===== config.mk =====
export PLATFORM = sky130hd
export DESIGN_NAME = alu_seq_flat
export DESIGN_NICKNAME = d
export VERILOG_FILES = /design/src/rtl/alu_pkg.sv /design/src/rtl/alu_seq_if.sv /design/src/rtl/alu_iter_md.sv /design/src/rtl/alu_seq.sv /design/src/flat_wrapper.sv
export SDC_FILE = /design/constraint.sdc
export NUM_CORES = 1
export LEC_CHECK = 0
export CAP_MARGIN = 0
export CELL_PAD_IN_SITES_DETAIL_PLACEMENT = 2
export CELL_PAD_IN_SITES_GLOBAL_PLACEMENT = 2
export CORE_AREA = 2 2 163 165
export DETAILED_ROUTE_END_ITERATION = 16
export DIE_AREA = 0 0 165 167
export PLACE_DENSITY_LB_ADDON = 0.1
export REMOVE_ABC_BUFFERS = 1
export SKIP_CTS_REPAIR_TIMING = 1
export SYNTH_ARGS = -nofsm -noshare
export SYNTH_HDL_FRONTEND = slang
export SYNTH_HIERARCHICAL = 1
export SYNTH_SLANG_ARGS = --single-unit
export TNS_END_PERCENT = 20

===== constraint.sdc =====
create_clock -name clk -period 3.4 [get_ports clk]
set_clock_uncertainty 0.1 [all_clocks]
set_input_delay 0.68 -clock clk [delete_from_list [all_inputs] [get_ports clk]]
set_output_delay 0.68 -clock clk [all_outputs]
set_load 0.01 [all_outputs]

===== src/rtl/alu_pkg.sv =====
// -----------------------------------------------------------------------------
// alu_pkg
// Shared definitions for the sequential ALU (alu_seq) and its iterative
// multiply/divide datapath (alu_iter_md).
//   - op_e     : operation codes presented on the op port
//   - IDLE/ITER/DONE : handshake FSM state encodings
//   - CC_*     : bit positions inside the 4-bit condition-code word
//   - pack_cc  : assembles N/Z/C/V into a condition-code word
// -----------------------------------------------------------------------------
package alu_pkg;

  typedef enum logic [3:0] {
    OP_ADD  = 4'd0,
    OP_SUB  = 4'd1,
    OP_AND  = 4'd2,
    OP_OR   = 4'd3,
    OP_XOR  = 4'd4,
    OP_SHL  = 4'd5,
    OP_SHR  = 4'd6,
    OP_SRA  = 4'd7,
    OP_MUL  = 4'd8,
    OP_DIVU = 4'd10,
    OP_REMU = 4'd11
  } op_e;

  localparam logic [1:0] IDLE = 2'd0;
  localparam logic [1:0] ITER = 2'd1;
  localparam logic [1:0] DONE = 2'd2;

  localparam int CC_N = 3;
  localparam int CC_Z = 2;
  localparam int CC_C = 1;
  localparam int CC_V = 0;

  function automatic logic [3:0] pack_cc(input logic n, input logic z,
                                         input logic c, input logic v);
    logic [3:0] cc;
    cc       = '0;
    cc[CC_N] = n;
    cc[CC_Z] = z;
    cc[CC_C] = c;
    cc[CC_V] = v;
    return cc;
  endfunction

endpackage


===== src/rtl/alu_seq_if.sv =====
// -----------------------------------------------------------------------------
// alu_seq_if
// Handshake/bus bundle between the issuing stage (master) and alu_seq (slave).
//   in_valid/in_ready   : operation handshake, op/a/b carried with it
//   out_valid/out_ready : result handshake, result/cc carried with it
//   busy                : an iterative operation is in progress
// -----------------------------------------------------------------------------
interface alu_seq_if #(
  parameter int WIDTH = 16
) ();

  logic             in_valid;
  logic             in_ready;
  logic [3:0]       op;
  logic [WIDTH-1:0] a;
  logic [WIDTH-1:0] b;
  logic             out_valid;
  logic             out_ready;
  logic [WIDTH-1:0] result;
  logic [3:0]       cc;
  logic             busy;

  modport master (
    output in_valid, op, a, b, out_ready,
    input  in_ready, out_valid, result, cc, busy
  );

  modport slave (
    input  in_valid, op, a, b, out_ready,
    output in_ready, out_valid, result, cc, busy
  );

endinterface


===== src/rtl/alu_iter_md.sv =====
// -----------------------------------------------------------------------------
// alu_iter_md
// Iterative datapath for the multi-cycle ALU operations. One step per clock,
// WIDTH steps per operation, sharing one iteration counter.
//   MUL  : unsigned shift-add, low WIDTH bits of the product
//   DIVU / REMU : unsigned restoring division (only when ALU_SEQ_DIV_EN is
//          defined; otherwise no divider logic exists)
// Ports:
//   clk, rst_n       : clock, asynchronous active-low reset
//   start            : load operands and begin (one-cycle pulse)
//   div_sel, rem_sel : (ALU_SEQ_DIV_EN only) select DIVU / REMU at start
//   a, b             : operands, sampled on the start edge
//   done             : high during the final step; res is valid then
//   res              : result of the final step
// -----------------------------------------------------------------------------
module alu_iter_md #(
  parameter int WIDTH = 16
) (
  input  logic             clk,
  input  logic             rst_n,
  input  logic             start,
`ifdef ALU_SEQ_DIV_EN
  input  logic             div_sel,
  input  logic             rem_sel,
`endif
  input  logic [WIDTH-1:0] a,
  input  logic [WIDTH-1:0] b,
  output logic             done,
  output logic [WIDTH-1:0] res
);

  import alu_pkg::*;

  localparam int W2 = 2 * WIDTH;
  localparam int CW = $clog2(WIDTH);
  localparam logic [CW-1:0] LAST = CW'(WIDTH - 1);

  logic              active_q, active_d;
  logic [CW-1:0]     cnt_q, cnt_d;
  logic [W2-1:0]     prod_q, prod_d;
  logic [WIDTH-1:0]  opnd_q, opnd_d;
  logic [WIDTH:0]    add_sum;
  logic [W2-1:0]     mul_next;
  logic [W2-1:0]     step_next;
`ifdef ALU_SEQ_DIV_EN
  logic              div_q, div_d;
  logic              rem_q, rem_d;
  logic [WIDTH:0]    trial;
  logic [W2-1:0]     div_next;
`endif

  // One shift-add multiply step on {hi, lo}: lo starts as the multiplier and
  // is consumed from bit 0 while the partial product grows into hi. The carry
  // of the add is kept by shifting the whole (WIDTH+1)-bit sum back in.
  always_comb begin
    add_sum  = {1'b0, prod_q[W2-1:WIDTH]} + (prod_q[0] ? {1'b0, opnd_q} : '0);
    mul_next = {add_sum, prod_q[WIDTH-1:1]};
  end

`ifdef ALU_SEQ_DIV_EN
  // One restoring-division step on {remainder, quotient}: shift left, try to
  // subtract the divisor, keep the difference and set the quotient bit if it
  // did not go negative. A zero divisor naturally yields an all-ones quotient
  // and leaves the dividend as the remainder.
  always_comb begin
    trial    = prod_q[W2-1:WIDTH-1] - {1'b0, opnd_q};
    div_next = trial[WIDTH] ? {prod_q[W2-2:0], 1'b0}
                            : {trial[WIDTH-1:0], prod_q[WIDTH-2:0], 1'b1};
  end
`endif

  always_comb begin
`ifdef ALU_SEQ_DIV_EN
    step_next = div_q ? div_next : mul_next;
`else
    step_next = mul_next;
`endif
  end

  // Load on start, otherwise step while active. done and res are taken from
  // the step being computed so the caller can register the answer on the
  // same edge that completes the last iteration.
  always_comb begin
    active_d = active_q;
    cnt_d    = cnt_q;
    prod_d   = prod_q;
    opnd_d   = opnd_q;
    done     = 1'b0;
`ifdef ALU_SEQ_DIV_EN
    div_d    = div_q;
    rem_d    = rem_q;
`endif
    if (start) begin
      active_d = 1'b1;
      cnt_d    = '0;
      prod_d   = {{WIDTH{1'b0}}, b};
      opnd_d   = a;
`ifdef ALU_SEQ_DIV_EN
      div_d    = div_sel | rem_sel;
      rem_d    = rem_sel;
      if (div_sel | rem_sel) begin
        prod_d = {{WIDTH{1'b0}}, a};
        opnd_d = b;
      end
`endif
    end else if (active_q) begin
      prod_d = step_next;
      cnt_d  = cnt_q + CW'(1);
      if (cnt_q == LAST) begin
        done     = 1'b1;
        active_d = 1'b0;
      end
    end
  end

  always_comb begin
`ifdef ALU_SEQ_DIV_EN
    res = rem_q ? step_next[W2-1:WIDTH] : step_next[WIDTH-1:0];
`else
    res = step_next[WIDTH-1:0];
`endif
  end

  always_ff @(posedge clk or negedge rst_n) begin
    if (!rst_n) begin
      active_q <= 1'b0;
      cnt_q    <= '0;
      prod_q   <= '0;
      opnd_q   <= '0;
`ifdef ALU_SEQ_DIV_EN
      div_q    <= 1'b0;
      rem_q    <= 1'b0;
`endif
    end else begin
      active_q <= active_d;
      cnt_q    <= cnt_d;
      prod_q   <= prod_d;
      opnd_q   <= opnd_d;
`ifdef ALU_SEQ_DIV_EN
      div_q    <= div_d;
      rem_q    <= rem_d;
`endif
    end
  end

endmodule


===== src/rtl/alu_seq.sv =====
// -----------------------------------------------------------------------------
// alu_seq
// Registered, handshaked ALU. Single-cycle ops (ADD..SRA) complete on the
// accept edge; MUL (and DIVU/REMU when ALU_SEQ_DIV_EN is defined) run for
// WIDTH cycles in alu_iter_md. Undefined ops return 0 with only Z set.
// Optional feature macro: ALU_SEQ_DIV_EN (enables DIVU=10, REMU=11).
// Ports:
//   clk   : clock, all state on the rising edge
//   rst_n : asynchronous active-low reset
//   bus   : alu_seq_if slave modport - in_valid/in_ready/op/a/b,
//           out_valid/out_ready/result/cc, busy
// -----------------------------------------------------------------------------
module alu_seq #(
  parameter int WIDTH = 16
) (
  input  logic       clk,
  input  logic       rst_n,
  alu_seq_if.slave   bus
);

  import alu_pkg::*;

  localparam int SHW = $clog2(WIDTH);
  localparam logic [WIDTH-1:0] WIDTH_V = WIDTH'(WIDTH);

  logic [1:0]       state_q, state_d;
  logic [WIDTH-1:0] result_q, result_d;
  logic [3:0]       cc_q, cc_d;

  logic             in_ready;
  logic             fire;
  logic             iter_op;
  logic             iter_start;
  logic             iter_done;
  logic [WIDTH-1:0] iter_res;

  logic [WIDTH:0]   sum;
  logic [WIDTH:0]   dif;
  logic             shift_oor;
  logic [SHW-1:0]   shamt;
  logic [WIDTH-1:0] alu_res;
  logic             alu_c;
  logic             alu_v;
  logic [3:0]       alu_cc;

  // A finished result may be replaced in the same cycle it is consumed,
  // giving one single-cycle op per clock.
  assign in_ready      = (state_q == IDLE) | ((state_q == DONE) & bus.out_ready);
  assign fire          = bus.in_valid & in_ready;
  assign bus.in_ready  = in_ready;
  assign bus.out_valid = (state_q == DONE);
  assign bus.busy      = (state_q == ITER);
  assign bus.result    = result_q;
  assign bus.cc        = cc_q;

  always_comb begin
`ifdef ALU_SEQ_DIV_EN
    iter_op = (bus.op == OP_MUL) | (bus.op == OP_DIVU) | (bus.op == OP_REMU);
`else
    iter_op = (bus.op == OP_MUL);
`endif
  end

  // Single-cycle datapath. Shift amounts of WIDTH or more fall outside the
  // barrel shifter and are handled explicitly.
  always_comb begin
    sum       = {1'b0, bus.a} + {1'b0, bus.b};
    dif       = {1'b0, bus.a} - {1'b0, bus.b};
    shift_oor = (bus.b >= WIDTH_V);
    shamt     = bus.b[SHW-1:0];
    alu_res   = '0;
    alu_c     = 1'b0;
    alu_v     = 1'b0;
    case (bus.op)
      OP_ADD: begin
        alu_res = sum[WIDTH-1:0];
        alu_c   = sum[WIDTH];
        alu_v   = (bus.a[WIDTH-1] == bus.b[WIDTH-1]) &&
                  (sum[WIDTH-1] != bus.a[WIDTH-1]);
      end
      OP_SUB: begin
        alu_res = dif[WIDTH-1:0];
        alu_c   = ~dif[WIDTH];
        alu_v   = (bus.a[WIDTH-1] != bus.b[WIDTH-1]) &&
                  (dif[WIDTH-1] != bus.a[WIDTH-1]);
      end
      OP_AND: alu_res = bus.a & bus.b;
      OP_OR:  alu_res = bus.a | bus.b;
      OP_XOR: alu_res = bus.a ^ bus.b;
      OP_SHL: alu_res = shift_oor ? '0 : (bus.a << shamt);
      OP_SHR: alu_res = shift_oor ? '0 : (bus.a >> shamt);
      OP_SRA: alu_res = shift_oor ? {WIDTH{bus.a[WIDTH-1]}}
                                  : WIDTH'($signed(bus.a) >>> shamt);
      default: alu_res = '0;
    endcase
    alu_cc = pack_cc(alu_res[WIDTH-1], (alu_res == '0), alu_c, alu_v);
  end

  // Handshake FSM. Results and flags are only written on completion, so DONE
  // holds them steady for as long as the consumer stalls.
  always_comb begin
    state_d    = state_q;
    result_d   = result_q;
    cc_d       = cc_q;
    iter_start = 1'b0;
    case (state_q)
      ITER: begin
        if (iter_done) begin
          state_d  = DONE;
          result_d = iter_res;
          cc_d     = pack_cc(iter_res[WIDTH-1], (iter_res == '0), 1'b0, 1'b0);
        end
      end
      default: begin
        if (fire) begin
          if (iter_op) begin
            state_d    = ITER;
            iter_start = 1'b1;
          end else begin
            state_d  = DONE;
            result_d = alu_res;
            cc_d     = alu_cc;
          end
        end else if ((state_q == DONE) && bus.out_ready) begin
          state_d = IDLE;
        end
      end
    endcase
  end

  always_ff @(posedge clk or negedge rst_n) begin
    if (!rst_n) begin
      state_q  <= IDLE;
      result_q <= '0;
      cc_q     <= '0;
    end else begin
      state_q  <= state_d;
      result_q <= result_d;
      cc_q     <= cc_d;
    end
  end

  alu_iter_md #(
    .WIDTH(WIDTH)
  ) u_iter_md (
    .clk     (clk),
    .rst_n   (rst_n),
    .start   (iter_start),
`ifdef ALU_SEQ_DIV_EN
    .div_sel (bus.op == OP_DIVU),
    .rem_sel (bus.op == OP_REMU),
`endif
    .a       (bus.a),
    .b       (bus.b),
    .done    (iter_done),
    .res     (iter_res)
  );

endmodule

===== src/flat_wrapper.sv =====
// flat-port wrapper written by rule: the top's interface ports become plain ports
module alu_seq_flat import alu_pkg::*;
#(
  parameter int WIDTH = 16
)
  (clk, rst_n, bus_in_valid, bus_op, bus_a, bus_b, bus_out_ready, bus_in_ready, bus_out_valid, bus_result, bus_cc, bus_busy);
  alu_seq_if #(.WIDTH(WIDTH)) bus_i ();
  input  logic clk;
  input  logic rst_n;
  input wire logic [$bits(bus_i.in_valid)-1:0] bus_in_valid;
  input wire logic [$bits(bus_i.op)-1:0] bus_op;
  input wire logic [$bits(bus_i.a)-1:0] bus_a;
  input wire logic [$bits(bus_i.b)-1:0] bus_b;
  input wire logic [$bits(bus_i.out_ready)-1:0] bus_out_ready;
  output wire logic [$bits(bus_i.in_ready)-1:0] bus_in_ready;
  output wire logic [$bits(bus_i.out_valid)-1:0] bus_out_valid;
  output wire logic [$bits(bus_i.result)-1:0] bus_result;
  output wire logic [$bits(bus_i.cc)-1:0] bus_cc;
  output wire logic [$bits(bus_i.busy)-1:0] bus_busy;
  assign bus_i.in_valid = bus_in_valid;
  assign bus_i.op = bus_op;
  assign bus_i.a = bus_a;
  assign bus_i.b = bus_b;
  assign bus_i.out_ready = bus_out_ready;
  assign bus_in_ready = bus_i.in_ready;
  assign bus_out_valid = bus_i.out_valid;
  assign bus_result = bus_i.result;
  assign bus_cc = bus_i.cc;
  assign bus_busy = bus_i.busy;
  alu_seq #(.WIDTH(WIDTH)) u_core (.clk(clk), .rst_n(rst_n), .bus(bus_i));
endmodule

Word level (Yosys, flattened, before mapping) --
Cells that the tools add are included.
Cells by class: $lt $le $gt $ge 1, multiply operators 0, divide/modulo/power cells 0, shift operators 3, add/sub/neg operators 4, reductions and logical operators 12, multiplexer cells 33, bitwise operators 7, eq/ne operators 17
Operators by type and width (count):
- $mux 16 | 8
- $pmux 16 s8 | 1
- $mux 32 | 2
- $logic_not 16->1 | 2
- $mux 4 | 6
- $add 16x16->17 | 1
- $add 16x17->17 | 1
- $sub 16x16->17 | 1
- $and 16x16->16 | 1
- $eq 4x3->1 const B | 4
- $ge 16x5->1 const B | 1
- $or 16x16->16 | 1
- $shl 16x4->16 | 1
- $shr 16x4->16 | 1
- $sshr 16x4->16 | 1
- $xor 16x16->16 | 1
- $mux 2 | 5
- $mux 1 | 9
- $eq 4x2->1 const B | 2
- $eq 4x4->1 const B | 2
- $add 4x1->4 const B | 1
- $eq 4x1->1 const B | 1
- $logic_not 4->1 | 1
- $pmux 1 s2 | 2
- 15 further kinds | 21
Word-level totals: logic and storage cells 84, bits in latches 0, bits in registers 75, bits in writable memories 0, input port bits 40, ROM bits 0, output and inout bits 23, memories 0

Depth between registers and ports, before layout --
Gate-level depths: netlist (run 1).
word-level depth 9, mapped depth 14, mapped depth without buffers 13

Hierarchy --
Netlist (run 1), hierarchy kept.
Modules (own cells, without submodules):
- alu_seq | instances 1, cells each 779, seq. area each 525.5 µm², area an instance 5810.6 µm²
- alu_iter_md | instances 1, cells each 309, seq. area each 1326.3 µm², area an instance 3140.5 µm²

Worst setup path after synthesis (run 1) --
Ideal clock, no wire load.
path kind input to register, start input bus_b[2], end register u_core.cc_q[2] (netlist: u_core/bus.cc[2]), path slack -0.406 ns, arrival 3.642 ns, stages on the path 14, library setup time 0.064 ns, path through buf_2 > clkinv_1 > buf_2 > ha_1 > buf_2 > nor2b_1 > o2111ai_1 > nand2_1 > a311o_1 > a41oi_1 > a32oi_1 > or4b_1 > nor4_1 > a21o_1
On the way: cells in the longest elaborated chain, start to end 7
Ends and longest elaborated chain:
- from (decl) | RTL line flat_wrapper.sv:13 | input wire logic [$bits(bus_i.b)-1:0] bus_b;
- $ge 16x5->1, or another cell as far along | RTL line alu_seq.sv:69 | shift_oor = (bus.b >= WIDTH_V);
- $mux 16 (on tied branches) | RTL line alu_seq.sv:92, alu_seq.sv:90, alu_seq.sv:91
- $pmux 16 s8 * | RTL line alu_seq.sv:74 | case (bus.op)
- $logic_not 16->1 * | RTL line alu_seq.sv:96 | alu_cc = pack_cc(alu_res[WIDTH-1], (alu_res == '0), alu_c, alu_v);
- $mux 4 * | RTL line alu_seq.sv:116 | if (iter_op) begin
- $mux 4 * | RTL line alu_seq.sv:115 | if (fire) begin
- $mux 4 * | RTL line alu_seq.sv:106 | case (state_q)
- to (signal assigned) | RTL line alu_seq.sv:135 | cc_q <= '0;
- to (signal assigned) | RTL line alu_seq.sv:139 | cc_q <= cc_d;
- to (decl) | RTL line alu_seq.sv:28 | logic [3:0] cc_q, cc_d;
Mark *: on every way between the ends. The rest lies on a longest branch, timed or not. The select of a mux whose other input is x is not followed. A chain may end at the register's enable or synchronous reset.

Final worst setup path (run 1) --
start input bus_op[1], end register u_core.cc_q[2] (netlist: u_core/bus.cc[2])
On the way: cells in the longest elaborated chain, start to end 7
Ends and longest elaborated chain:
- from (decl) | RTL line flat_wrapper.sv:11 | input wire logic [$bits(bus_i.op)-1:0] bus_op;
- parallel branches: the longest is 7 deep, another holds $pmux 16 s8
Several ways; the timed one is not identified. The select of a mux whose other input is x is not followed.

==> summary.log, run 1 <==
[run_status] outcome complete, but fails checks
[run_status] violations in the final reports negative setup slack
[sta] setup_tns -0.461 ns
[floorplan] Die Outline Area 0.0276 mm^2
[drt] average wire per cell in the routed design 29.0 um
[critical_path] endpoint of the most critical register-to-register path u_core/u_iter_md/prod_q[29]$_DFFE_PN0P_
[critical_path] FF-to-FF path depth 9
[critical_path] worst-case register-to-register setup slack 0.37 ns
[sta] count of final max-slew check failures 0
[sta] Post-Route Hold Slack 0.390 ns
[finish] Area Overhead vs Synth 47.4%
[power] Total Power 0.00635 W
[critical_path] Worst EP required 3.59 ns
[drt] first drt pass iteration count 7
[critical_path] crit path DAT 3.76 ns
[critical_path] Max FO, Critical Path 17
[synthesis] top cell type's share of synthesized area 0.207
[synthesis] synth top area cells dfrtp_1, ha_1, mux2i_1
[finish] count of antenna diodes in the layout 0
[synthesis] proportion of synthesized chip area in sequential cells 0.207
[clock_tree] clock insertion delay at the later pin of the skew report 0.34 ns
[synthesis] number of distinct library cell variants in the gate-level netlist after synthesis 96
[sta] slew margin rel. 0.312
[critical_path] CP startpoint bus_op[1]
[placement] count of buffers from port buffering 62
[power] total power divided by cell area 481 mW/mm^2
[clock_tree] CTS tree built
[sta] setup repair after global routing missed its margin true
[synthesis] portion of netlist area occupied by mux cells 0.151
[sta] final hold violations 0
[global_routing] All-Layer GR Usage 0.328
[finish] count of nets after finishing 1,518
[floorplan] total core area 0.0258 mm^2
[clock_tree] total clock buffers created by CTS 9
[clock_tree] CTS clk-pin slew, worst paths 0.07 ns
[global_routing] antenna violations before repair 0
[sta] final count of negative-setup-slack endpoints 6
[placement] hpwl dp 35.7 mm
[synthesis] Cells after Synth 1,088
[critical_path] Slowest Stage Delay on Critical Path 0.57 ns
[synthesis] Synth Area in Simple Gates 0.202
[sta] smallest setup slack after layout -0.165 ns
[critical_path] critical path class primary input to flip-flop
[finish] Util after Layout 0.512
[synthesis] number of warnings printed during yosys synthesis 6
[global_routing] largest net degree at the start of global routing 75
[synthesis] #FFs+latches synth 74
[floorplan] Site Rows 59
[global_routing] first-pass GRT wire length 68.1 mm
[synthesis] mean cell area of the mapped netlist 8.23 um^2
[finish] share of final-layout standard cells stronger than drive strength 1 0.371
[sta] Worst-Margin Slew 1.03 ns
[job] MaxCap Viol Count 0
[drt] violation count after the first detailed-routing iteration 844
[synthesis] xor/xnor share of the synthesized area 0.0157
[sta] Peak Freq 281 MHz
[drt] Post-route DRC 0
[synthesis] cell type contributing the most total cell area after synthesis dfrtp_1
[critical_path] last element of the critical path u_core/bus.cc[2]$_DFFE_PN0P_
[critical_path] CP Capture Type flip-flop
[clock_tree] clock root buffer clkbuf_16
[min_path] type of the tightest min-delay check primary input to asynchronous set/reset pin
[synthesis] fraction of the mapped netlist area in compound gates 0.242
[drt] number of nets still failing antenna checks after routing 0
[clock_tree] clock sink count 74
[drt] WL final 50.6 mm
[floorplan] Chip Height 167 um
[finish] fillcell total 2,756
[synthesis] asr flop ratio synth 1.00
[floorplan] count of boundary I/O pins 63
[synthesis] combined area of all synthesized cells 0.00895 mm^2
[synthesis] ys flop type dfrtp_1
[drt] detailed-route via count 10,700
[clock_tree] # H-tree levels 3
[floorplan] Starting Density 0.347
[critical_path] worst flop-to-flop path startpoint u_core/u_iter_md/prod_q[0]$_DFFE_PN0P_
[power] worst voltage drop across the vdd grid 0.000407 V
[critical_path] slowest cell on the critical path or4b_4
[clock_tree] buffer levels on the longest clock path 2
[synthesis] number of enable flip-flop cells after synthesis 0
[global_routing] Remaining Overflow, GRT 0
[placement] global placement routability congestion 0.906
[power] static leakage 6.05 nW
[synthesis] fraction of the mapped netlist area in adder cells 0.103
[sta] final clock period utilization by the worst path 1.05
[drt] per-cell via count in the routed design 6.12
[critical_path] Critical Path Start Type primary input
[sta] time the final worst path needs with I/O delays and setup 3.57 ns
[floorplan] width of the die 165 um
[synthesis] largest family of logic cells by synthesized area compound AO/OA/AOI/OAI gates
[global_routing] vias in the first global route 11,100
[critical_path] sequence of cells on the critical path clkdlybuf4s50_1, buf_12, and4b_2, o2111ai_1, a31oi_1, o21ai_1, buf_4, o211ai_1, a211o_1, or4b_4, nor4_4, a21o_1
## routing by layer
metal,global-route usage,routed length [um],vias up
met1,0.437,21100,5518
met3,0.0463,2430,111
met2,0.541,25100,388
met4,0.109,1950,0
li1,-,-,4660
met5,0,0,-
## power breakdown
part	internal [W]	total, W	switching (W)
clock	0.000574	0.000995	0.000421
sequential	0.00127	0.00163	0.000355
combinational	0.00163	0.00373	0.00209
## metrics by stage
stage / cell area, um^2 / instances / setup WS, ns
2_1_floorplan: 8480 / 1000 / -2.97
3_3_place_gp: 11900 / 1704 / -0.922
3_5_place_dp: 11900 / 1704 / -0.945
4_1_cts: 12200 / 1720 / -0.660
5_1_grt: 13200 / 1746 / -0.208
6_report: 13200 / 1746 / -0.165
## cell families (layout without fill, tap and decap cells)
group           Yosys count  count (layout)
fa+ha+maj                72              72
compound gates          311             311
xor+xnor                 16              16
buf+inv                 150             473
simple gates            351             351
mux                     114             114
flops                    74              74
## cells in the mapped netlist (all sizes together), types with 12 or more instances
master,instances
a21oi,76
inv,61
clkbuf,39
nor3,34
o211ai,15
nor2,90
a31oi,13
a22oi,12
mux2,28
nand2b,15
a211oi,14
buf,49
and2,19
o21ai,65
nor2b,16
ha,69
nand2,85
mux2i,73
dfrtp,74
nand3,19
nor4,18
mux4,13
## how the worst min path moves through the flow
stage	slack [ns]	cells after the start	to
after floorplan	0.28	0	u_core/bus.cc[0]$_DFFE_PN0P_
after global placement	0.37	2	u_core/u_iter_md/prod_q[22]$_DFFE_PN0P_
after detailed placement	0.39	2	u_core/u_iter_md/prod_q[30]$_DFFE_PN0P_
after CTS	0.41	1	u_core/u_iter_md/opnd_q[4]$_DFFE_PN0P_
after global routing	0.42	1	u_core/u_iter_md/opnd_q[11]$_DFFE_PN0P_
final	0.39	1	u_core/u_iter_md/prod_q[23]$_DFFE_PN0P_
## cell type report
| class | count | area, um^2 | area share |
|---|---|---|---|
| inverters | 62 | 233 | 0.0176 |
| flip-flops and latches | 74 | 1850 | 0.140 |
| repair buffers | 395 | 3330 | 0.252 |
| clock inverters | 7 | 75.1 | 0.00569 |
| well taps | 335 | 419 | 0.0318 |
| clock buffers | 9 | 225 | 0.0171 |
| multi-input cells | 864 | 7060 | 0.535 |
## layout by cell type, fill, tap and decap left out, drive strengths merged, types with 8 or more instances in the layout
master         instances
a211oi                14
a21o                  11
a21oi                 76
a221o                  8
a221oi                11
a22oi                 12
a31oi                 13
and2                  19
buf                  334
clkbuf                10
clkdlybuf4s50         33
dfrtp                 74
dlymetal6s2s          27
ha                    69
inv                   64
mux2                  28
mux2i                 73
mux4                  13
nand2                 85
nand2b                15
nand3                 19
nand4                  8
nor2                  90
nor2b                 16
nor3                  34
nor4                  18
o2111ai               11
o211ai                15
o21a                   9
o21ai                 65
xnor2                 10
## worst max-delay path: cells and delay by family
family                 cells  cell delay, ns
AO/OA/AOI/OAI              6            1.21
buffers and inverters      3            0.84
AND/OR/NAND/NOR            3            1.02
## registers in the layout, summed over array words and instances, names as in the netlist
signal / flops
u_core/bus.cc: 3
u_core/bus.result: 16
u_core/state_q: 2
u_core/u_iter_md/active_q: 1
u_core/u_iter_md/cnt_q: 4
u_core/u_iter_md/opnd_q: 16
u_core/u_iter_md/prod_q: 32
No activity file was read; power rests on OpenSTA's default activity.
==> run 2, diff against run 1 <==
Settings changed: SLEW_MARGIN from default to 20.
==> run 2 against run 1 <==
Effect of this change: the flow still finishes with violations (negative setup slack); maximum frequency fell by 0.18%; critical path depth did not move; die area unchanged; hold slack got worse by 0.24 ns; total power down 0.25%; worst setup slack worse by 0.0064 ns; first-iteration DRC count shrank 7.6%; count of clock-buffer cells in the layout did not move; largest cell class unchanged.
==> summary.log, run 2 (synthesized netlist as in run 1, its figures left out) <==
[power] static leakage 6.08 nW [+0.51%]
[global_routing] All-Layer GR Usage 0.328 [unchanged]
[critical_path] Slowest Stage Delay on Critical Path 0.53 ns [-0.04 ns]
[sta] smallest setup slack after layout -0.171 ns [-0.00641 ns]
[clock_tree] # H-tree levels 3 [unchanged]
[finish] Reg with most FFs u_core/u_iter_md/prod_q
[critical_path] worst-case register-to-register setup slack 0.32 ns [-0.05 ns]
[clock_tree] clock root buffer clkbuf_16
[clock_tree] clock insertion delay at the later pin of the skew report 0.34 ns [about the same]
[critical_path] Critical Path Start Type primary input
[drt] Post-route DRC 0 [unchanged]
[placement] global placement routability congestion 0.906 [unchanged]
[placement] number of cells after detailed placement 1,704 [unchanged]
[finish] count of antenna diodes in the layout 0 [unchanged]
[placement] count of buffers from port buffering 62 [unchanged]
[power] Comb power frac 0.588 [about the same]
[finish] count of nets after finishing 1,519 [+0.066%]
[critical_path] worst flop-to-flop path startpoint u_core/u_iter_md/prod_q[0]$_DFFE_PN0P_
[floorplan] width of the die 165 um [unchanged]
[run_status] violations in the final reports negative setup slack
[critical_path] slowest cell on the critical path or4b_4
[floorplan] Site Rows 59 [unchanged]
[power] switching part of the total power 0.450 [-0.00167]
[sta] final hold violations 0 [unchanged]
[finish] sequential cell area 0.00185 mm^2 [unchanged]
[sta] setup_tns -0.343 ns [+0.119 ns]
[drt] average wire per cell in the routed design 29.1 um [+0.40%]
[power] Net Switching 0.00285 W [-0.61%]
[finish] Area Overhead vs Synth 47.8%
[floorplan] count of boundary I/O pins 63 [unchanged]
[finish] area taken by multi-input logic gates 0.00705 mm^2 [about the same]
[clock_tree] clock sink count 74 [unchanged]
[critical_path] FF-to-FF path depth 8 [-1]
[finish] max FFs per register 32 [unchanged]
[finish] Util after Layout 0.514 [+0.00155]
[finish] most frequent cells in the layout buf_4, nor2_1, nand2_1
[global_routing] first-pass GRT wire length 68.1 mm [unchanged]
[power] internal power contribution 0.00348 W [about the same]
[finish] share of final-layout standard cells stronger than drive strength 1 0.369 [-0.00168]
[drt] first drt pass iteration count 5 [-2]
[clock_tree] CTS clk-pin slew, worst paths 0.07 ns [about the same]
[floorplan] total core area 0.0258 mm^2 [unchanged]
[global_routing] antenna violations before repair 1 [+1]
[placement] dpl cell area 0.0119 mm^2 [unchanged]
[critical_path] endpoint of the most critical register-to-register path u_core/u_iter_md/prod_q[27]$_DFFE_PN0P_
[critical_path] critical path class primary input to flip-flop
[job] MaxCap Viol Count 0 [unchanged]
[global_routing] vias in the first global route 11,100 [unchanged]
[finish] post-route cell area 0.0132 mm^2 [+0.30%]
[drt] WL final 50.8 mm [+0.45%]
[finish] filler-free cell count of the finished design 1,747 [+0.057%]
[critical_path] Max FO, Critical Path 5 [-12]
[global_routing] largest net degree at the start of global routing 75 [unchanged]
[floorplan] Chip Height 167 um [unchanged]
[drt] violation count after the first detailed-routing iteration 780 [-7.6%]
[drt] number of nets still failing antenna checks after routing 0 [unchanged]
[sta] slew margin rel. 0.456 [+0.144]
[critical_path] buffer and inverter count on the worst path 3 [unchanged]
[finish] most common cell after layout, fill and taps aside buf_4
[critical_path] crit path DAT 3.76 ns [about the same]
[drt] per-cell via count in the routed design 6.18 [+1.0%]
[global_routing] Remaining Overflow, GRT 0 [unchanged]
[power] Total Power 0.00633 W [-0.25%]
[clock_tree] total clock buffers created by CTS 9 [unchanged]
[sta] setup repair after global routing missed its margin true
[run_status] outcome complete, but fails checks
[power] worst voltage drop across the vdd grid 0.000405 V [-0.38%]
[placement] hpwl dp 35.7 mm [unchanged]
[critical_path] Worst EP required 3.59 ns [about the same]
[power] total power divided by cell area 479 mW/mm^2 [-0.55%]
[critical_path] CP Capture Type flip-flop
[clock_tree] CTS tree built
[sta] final count of negative-setup-slack endpoints 4 [-2]
[power] clock group share of total power 0.157 [about the same]
[sta] count of final max-slew check failures 0 [unchanged]
[min_path] type of the tightest min-delay check primary input to asynchronous set/reset pin
[critical_path] Worst path top cell family by delay compound AO/OA/AOI/OAI gates
[sta] final clock period utilization by the worst path 1.05 [+0.00189]
[sta] time the final worst path needs with I/O delays and setup 3.57 ns [+0.00641 ns]
[sta] Worst-Margin Slew 0.812 ns [-0.220 ns]
[finish] fillcell total 2,765 [+0.33%]
[power] Flop pwr share 0.255 [about the same]
[floorplan] Starting Density 0.347 [unchanged]
[sta] Peak Freq 280 MHz [-0.18%]
[clock_tree] buffer levels on the longest clock path 2 [unchanged]
[drt] detailed-route via count 10,800 [+1.1%]
[floorplan] Die Outline Area 0.0276 mm^2 [unchanged]
[critical_path] sequence of cells on the critical path clkdlybuf4s50_1, inv_1, ha_1, o21bai_2, a22oi_2, buf_4, a221oi_2, mux2i_1, o211ai_1, or4b_4, nor4_4, a21o_1
==> run 2: cell type report <==
cell class                 instances  area share
multi-input combinational        864       0.533
timing repair buffer             396       0.255
sequential                        74       0.140
tap                              335      0.0317
inverter                          62      0.0176
clock buffer                       9      0.0170
clock inverter                     7     0.00567
==> run 2: worst reg2reg max path, stage by stage, from the launching register on <==
cell and delay, ns:
dfrtp_1 0.64, buf_4 0.25, and2_1 0.18, ha_1 0.31, a21oi_1 0.15, o21ai_0 0.28
a221o_1 0.51, a2111o_1 0.46, o311ai_1 0.10
==> run 2: power by group through the flow <==
stage          clock [W]  sequential, W  combinational, W
6_report        0.000992        0.00162           0.00372
5_1_grt          0.00105        0.00166           0.00400
4_1_cts          0.00101        0.00161           0.00344
3_5_place_dp           0        0.00161           0.00336
3_3_place_gp           0        0.00158           0.00318
2_1_floorplan          0        0.00159           0.00178
==> run 2: how the worst max path moves through the flow <==
stage / from / endpoint / slack (ns) / depth (start not counted)
after detailed placement: bus_a[0] / u_core/bus.cc[2]$_DFFE_PN0P_ / -0.95 / 15
after global placement: bus_a[4] / u_core/bus.cc[2]$_DFFE_PN0P_ / -0.92 / 14
final: bus_b[6] / u_core/bus.cc[2]$_DFFE_PN0P_ / -0.17 / 12
after global routing: bus_a[0] / u_core/bus.cc[2]$_DFFE_PN0P_ / -0.25 / 15
after floorplan: bus_op[1] / u_core/bus.cc[2]$_DFFE_PN0P_ / -2.97 / 10
after CTS: bus_a[1] / u_core/bus.result[15]$_DFFE_PN0P_ / -0.66 / 14
==> run 2: metal layers <==
metal	wire length, um	up-vias	global-route usage
met3	2550	138	0.0463
met5	13	-	0
met4	2190	2	0.109
li1	-	4652	-
met1	21100	5586	0.437
met2	25000	413	0.541
==> run 2: metrics by stage <==
step / setup slack (ns) / hold WS (ns)
floorplan: -2.97 / 0.284
global placement: -0.922 / 0.368
detailed placement: -0.945 / 0.388
CTS: -0.660 / 0.407
global route: -0.245 / 0.159
finish: -0.171 / 0.148
